## src/rtl/cv32e40px_x_result_buf.sv

```systemverilog
// -----------------------------------------------------------------------------
// cv32e40px_x_result_buf
//
// Buffers coprocessor X-interface results and writes them into the core
// register file on cycles when the core's own WB stage leaves the write port
// free. The dispatcher is told which destination register to clear in its
// scoreboard. If the core keeps the port busy too long, a one-cycle WB stall
// request is raised.
//
// Configuration macro: CV32E40PX_X_RESULT_BYPASS_EN
//   defined   - a result arriving at an empty FIFO with a free RF port is
//               written in the same cycle without being stored, and a full
//               FIFO accepts a new result in the cycle its head pops.
//   undefined - every result is stored first; minimum latency is one cycle.
//
// Ports
//   clk_i, rst_i                 clock, asynchronous active-high reset
//   x_result_valid_i/ready_o     result handshake from the coprocessor
//   x_result_id_i/data_i/rd_i/we_i  result payload
//   core_wb_we_i                 core WB owns the RF port this cycle
//   rf_we_o/rf_waddr_o/rf_wdata_o   RF write port for X results
//   sb_clr_valid_o/sb_clr_addr_o    scoreboard clear pulse to the dispatcher
//   wb_stall_req_o               one-cycle request to stall core WB
//   last_id_o                    id of the most recently retired entry
//   count_o/empty_o/full_o       FIFO status
// -----------------------------------------------------------------------------
module cv32e40px_x_result_buf #(
    parameter int unsigned DEPTH       = 4,
    parameter int unsigned STALL_LIMIT = 3
) (
    input  logic                       clk_i,
    input  logic                       rst_i,
    input  logic                       x_result_valid_i,
    output logic                       x_result_ready_o,
    input  logic [3:0]                 x_result_id_i,
    input  logic [31:0]                x_result_data_i,
    input  logic [4:0]                 x_result_rd_i,
    input  logic                       x_result_we_i,
    input  logic                       core_wb_we_i,
    output logic                       rf_we_o,
    output logic [4:0]                 rf_waddr_o,
    output logic [31:0]                rf_wdata_o,
    output logic                       sb_clr_valid_o,
    output logic [4:0]                 sb_clr_addr_o,
    output logic                       wb_stall_req_o,
    output logic [3:0]                 last_id_o,
    output logic [$clog2(DEPTH+1)-1:0] count_o,
    output logic                       empty_o,
    output logic                       full_o
);
    localparam int unsigned AW = $clog2(DEPTH);
    localparam int unsigned CW = $clog2(DEPTH + 1);
    localparam int unsigned SW = $clog2(STALL_LIMIT + 1);

    typedef struct packed {
        logic [3:0]  id;
        logic [4:0]  rd;
        logic        we;
        logic [31:0] data;
    } entry_t;

    typedef enum logic [1:0] {S_IDLE, S_WAIT, S_STALL} stall_state_e;

    entry_t        mem_q [DEPTH];
    logic [AW:0]   wr_ptr_q, rd_ptr_q;
    logic [CW-1:0] count_q;
    logic [3:0]    last_id_q;
    stall_state_e  state_q, state_d;
    logic [SW-1:0] stall_cnt_q, stall_cnt_d;

    entry_t head, in_ent, wr_ent;
    logic   push, store, pop, bypass, wr_fire, starved;

    assign in_ent  = '{id: x_result_id_i, rd: x_result_rd_i, we: x_result_we_i, data: x_result_data_i};
    assign head    = mem_q[rd_ptr_q[AW-1:0]];

    // Pointers carry one extra wrap bit so full and empty are distinguishable.
    assign empty_o = (wr_ptr_q == rd_ptr_q);
    assign full_o  = (wr_ptr_q[AW-1:0] == rd_ptr_q[AW-1:0]) && (wr_ptr_q[AW] != rd_ptr_q[AW]);
    assign count_o = count_q;

    // Core WB always wins the RF port.
    assign pop     = ~empty_o & ~core_wb_we_i;
    assign starved = ~empty_o & core_wb_we_i;

`ifdef CV32E40PX_X_RESULT_BYPASS_EN
    assign bypass           = empty_o & ~core_wb_we_i & x_result_valid_i;
    assign x_result_ready_o = ~full_o | pop;
`else
    assign bypass           = 1'b0;
    assign x_result_ready_o = ~full_o;
`endif

    assign push    = x_result_valid_i & x_result_ready_o;
    assign store   = push & ~bypass;

    // pop and bypass are mutually exclusive (pop needs a non-empty FIFO).
    assign wr_fire = pop | bypass;
    assign wr_ent  = bypass ? in_ent : head;

    // rd=0 still clears its scoreboard bit but never writes x0.
    assign rf_we_o        = wr_fire & wr_ent.we & (wr_ent.rd != 5'd0);
    assign sb_clr_valid_o = wr_fire & wr_ent.we;
    // Address/data are held at zero when nothing retires so idle outputs are clean.
    assign rf_waddr_o     = wr_fire ? wr_ent.rd   : 5'd0;
    assign rf_wdata_o     = wr_fire ? wr_ent.data : 32'd0;
    assign sb_clr_addr_o  = wr_fire ? wr_ent.rd   : 5'd0;
    assign last_id_o      = last_id_q;
    assign wb_stall_req_o = (state_q == S_STALL);

    // Storage needs no reset: occupancy is governed by the pointers alone.
    always_ff @(posedge clk_i) begin
        if (store) mem_q[wr_ptr_q[AW-1:0]] <= in_ent;
    end

    always_ff @(posedge clk_i or posedge rst_i) begin
        if (rst_i) begin
            wr_ptr_q  <= '0;
            rd_ptr_q  <= '0;
            count_q   <= '0;
            last_id_q <= '0;
        end else begin
            if (store) wr_ptr_q <= wr_ptr_q + 1'b1;
            if (pop)   rd_ptr_q <= rd_ptr_q + 1'b1;
            unique case ({store, pop})
                2'b10:   count_q <= count_q + CW'(1);
                2'b01:   count_q <= count_q - CW'(1);
                default: count_q <= count_q;
            endcase
            if (wr_fire) last_id_q <= wr_ent.id;
        end
    end

    // Starvation control: count consecutive cycles the buffered head loses
    // the RF port; past the limit, request a single WB stall cycle.
    always_ff @(posedge clk_i or posedge rst_i) begin
        if (rst_i) begin
            state_q     <= S_IDLE;
            stall_cnt_q <= '0;
        end else begin
            state_q     <= state_d;
            stall_cnt_q <= stall_cnt_d;
        end
    end

    always_comb begin
        state_d     = state_q;
        stall_cnt_d = stall_cnt_q;
        unique case (state_q)
            S_IDLE: begin
                if (starved) begin
                    state_d     = S_WAIT;
                    stall_cnt_d = SW'(1);
                end
            end
            S_WAIT: begin
                if (pop || empty_o) begin
                    state_d = S_IDLE;
                end else if (stall_cnt_q == SW'(STALL_LIMIT)) begin
                    state_d = S_STALL;
                end else if (starved) begin
                    stall_cnt_d = stall_cnt_q + SW'(1);
                end
            end
            S_STALL: state_d = S_IDLE;
            default: state_d = S_IDLE;
        endcase
    end

endmodule
```

## config.mk

```make
export PLATFORM = sky130hd
export DESIGN_NAME = cv32e40px_x_result_buf
export DESIGN_NICKNAME = d
export VERILOG_FILES = /design/src/rtl/cv32e40px_x_result_buf.sv
export SDC_FILE = /design/constraint.sdc
export NUM_CORES = 1
export LEC_CHECK = 0
export CORE_MARGIN = 1.5
export CORE_UTILIZATION = 55
export DETAILED_ROUTE_END_ITERATION = 10
export PLACE_DENSITY_LB_ADDON = 0.2
export SLEW_MARGIN = 20
export SYNTH_ARGS = -nofsm -noshare
export SYNTH_HDL_FRONTEND = slang
export SYNTH_SLANG_ARGS = --single-unit
```

## constraint.sdc

```tcl
create_clock -name clk_i -period 5.9 [get_ports clk_i]
set_clock_uncertainty 0.1 [all_clocks]
set_input_delay 1.18 -clock clk_i [delete_from_list [all_inputs] [get_ports clk_i]]
set_output_delay 1.18 -clock clk_i [all_outputs]
set_load 0.02 [all_outputs]
```

==> metrics.cfg <==
[synthesis]
synth_top_area_share=0.693
postSynthNetCount=396
synth_cell_types=29
yosys.area_share.simple=0.0435
synth_warnings=0
avgSynthCellArea_um2=21.3
netlist_top_cells_area=edfxtp_1, mux4_2, dfrtp_1, nor2b_1, mux2_2
ys_seq_elements=185
synth_ff_type=edfxtp_1
netlist_instances=342
synthTopCellsByCount=edfxtp_1, mux4_2, nor2b_1
yosys-mux-area-fraction=0.144
synth.most_common_cell=edfxtp_1
synth_top_family_by_area=multiplexers
yosysSeqAreaShare=0.752
synth_edf_count=168
synth_xor_area_frac=0.0153
netlist_area_mm2=0.00728
synthAdderAreaFrac=0.0148
async_reset_ff_frac=0.0919
yosysTopAreaCell=edfxtp_1
synth_compound_area_frac=0.00980

[worst_setup_path]
arrival_ns=3.21
cpMostUsedCell=clkdlybuf4s50_1
r2r_cells=8
critical_path.startpoint=core_wb_we_i
path_buf_inv=5
critPathKind=in2out
crit_chain=clkdlybuf4s50_1 > inv_1 > o31ai_4 > buf_8 > buf_4 > a211oi_1 > clkdlybuf4s50_1
max_stage_delay_ns=0.63
crit_family=buffers and inverters
reg2reg_slack_ns=3.30
cp-start-kind=input port
cp_max_fo=22
r2r_end=count_o[2]$_DFFE_PP0P_
end_kind=primary output
cp_slowest_cell=clkdlybuf4s50_1
r2r_start=wr_ptr_q[1]$_DFFE_PP0P_
worst-endpoint-required_ns=4.62

[route]
drtIter0Drc=184
routed_wl_um=12400
wl_per_cell_um=19.5
viasPerCell=5.49
post-route-drc-count=0
drt-pass1-iter-count=4
vias=3476
ant_nets=0

[worst_hold_path]
hold_start=count_o[2]$_DFFE_PP0P_
worstHoldPathCells=1
worst_hold_path.endpoint=count_o[2]$_DFFE_PP0P_
hold_path.class=reg2reg

[status]
outcome=complete, no violations

[die]
row_count=41
dieArea_mm2=0.0139
core_area_mm2=0.0128
die_width_um=118
die-height_um=118
io_pins=101
start_util=0.570

[final_layout]
diodes=0
nets=503
drive_above_1_share=0.197
stdcell_count=633
syn_to_final_growth_pct=23.9

[sta]
rsz0062_at_grt=no
slew_headroom=0.303
final-hold-violation-count=0
max_freq_mhz=223
fin_setup_tns_ns=0
worst_slew_pin_slew_ns=1.05
period_needed_ns=4.49
maxSlewViolCount=0
finalSetupViolations=0
finalCritPeriodShare=0.761

[global_routing]
grt_util_met3=0.0547
track_usage=0.197
grt_pass1_vias=3662
use_met1=0.249
grt_max_degree=45
grt_pass1_wl_um=20000
grt.busiest_layer=met2
overflow=0
antenna_found_initial=0
use_met2=0.324

[power_and_ir_drop]
power.leakage_nw=3.01
powerDensity_mw_per_mm2=537
total_power_mw=4.84
worst_ir_drop_vdd_uv=253

[placement]
io_buffers=100
place_inst=602
gp_congestion=0.699
dp_hpwl_um=7420

[run]
cap_violations=0

[clocking]
cts_tree=yes
path_clk_slew_ns=0.06
clock_path_buffers=2
h-tree-depth=4
clkLatencyLatePin_ns=0.42
cts_root_buffer=clkbuf_16
post_cts_buffers=0
ctsResizeCount=0
holdBufCountCts=0
cts_buffers=17
clock_sinks=185

[worst reg2reg max path: stages, from the launching register on]
cell and delay (ns):
dfrtp_1 0.46, xor2_2 0.23, o31ai_4 0.59, inv_1 0.10, ha_1 0.24, fa_1 0.38
xnor2_1 0.14, nor2_1 0.12, xor2_1 0.17
[worst max path at each step]
stage                       endpoint  slack (ns)  cells after the start
floorplan           sb_clr_addr_o[0]        2.48                      5
global placement             rf_we_o        1.40                      6
detailed placement           rf_we_o        1.40                      7
CTS                          rf_we_o        1.39                      7
global route                 rf_we_o        1.28                      7
finish                       rf_we_o        1.41                      7
[placed cells by master (no fill, tap or decap), drive strengths merged, types with 4 or more instances in the layout]
cell type      synthesis  layout
mux2                   9       9
clkinv                 0       6
xnor2                  7       7
inv                   10      10
dfrtp                 17      17
clkbuf                 3      20
ha                     7       7
edfxtp               168     168
clkdlybuf4s50          0     100
buf                   16       7
nor2b                 39      39
mux4                  42      42
xor2                   4       4
[layer usage]
| metal | wire length [um] | vias up |
|---|---|---|
| met5 | 0 | - |
| met1 | 5290 | 1806 |
| met2 | 6300 | 86 |
| met4 | 209 | 0 |
| li1 | - | 1567 |
| met3 | 559 | 17 |
[registers in the layout, indices dropped and copies added (netlist names)]
| signal | count |
|---|---|
| count_o | 3 |
| mem_q | 168 |
| state_q | 2 |
| last_id_o | 4 |
| stall_cnt_q | 2 |
| wr_ptr_q | 3 |
| rd_ptr_q | 3 |
[cells by family after synthesis]
logic type               Yosys count
AO/OA/AOI/OAI                      6
adder cells (fa/ha/maj)            8
AND/OR/NAND/NOR                   52
XOR/XNOR                          11
buffers and inverters             29
multiplexers                      51
flip-flops                       185
[report_power, final]
group | switching (mW) | internal [mW] | total, mW
sequential | 0.104 | 1.79 | 1.90
combinational | 0.955 | 0.896 | 1.85
clock | 0.438 | 0.655 | 1.09
[cell type report]
class	count	area (um^2)
fill	787	3760
clock inverter	11	130
tap	172	215
clock buffer	20	437
sequential	185	5480
inverter	10	37.5
timing repair buffer	107	1060
multi-input combinational	128	1660
[per-stage QoR]
step	setup slack (ns)	cell area [um^2]	utilization	hold slack, ns
final	1.41	9010	0.706	0.385
after global routing	1.28	9010	0.706	0.411
after CTS	1.39	9010	0.706	0.390
after detailed placement	1.40	8450	0.661	0.378
after global placement	1.40	8430	0.660	0.361
after floorplan	2.48	7280	-	0.354
(Power assumes the default switching activity.)
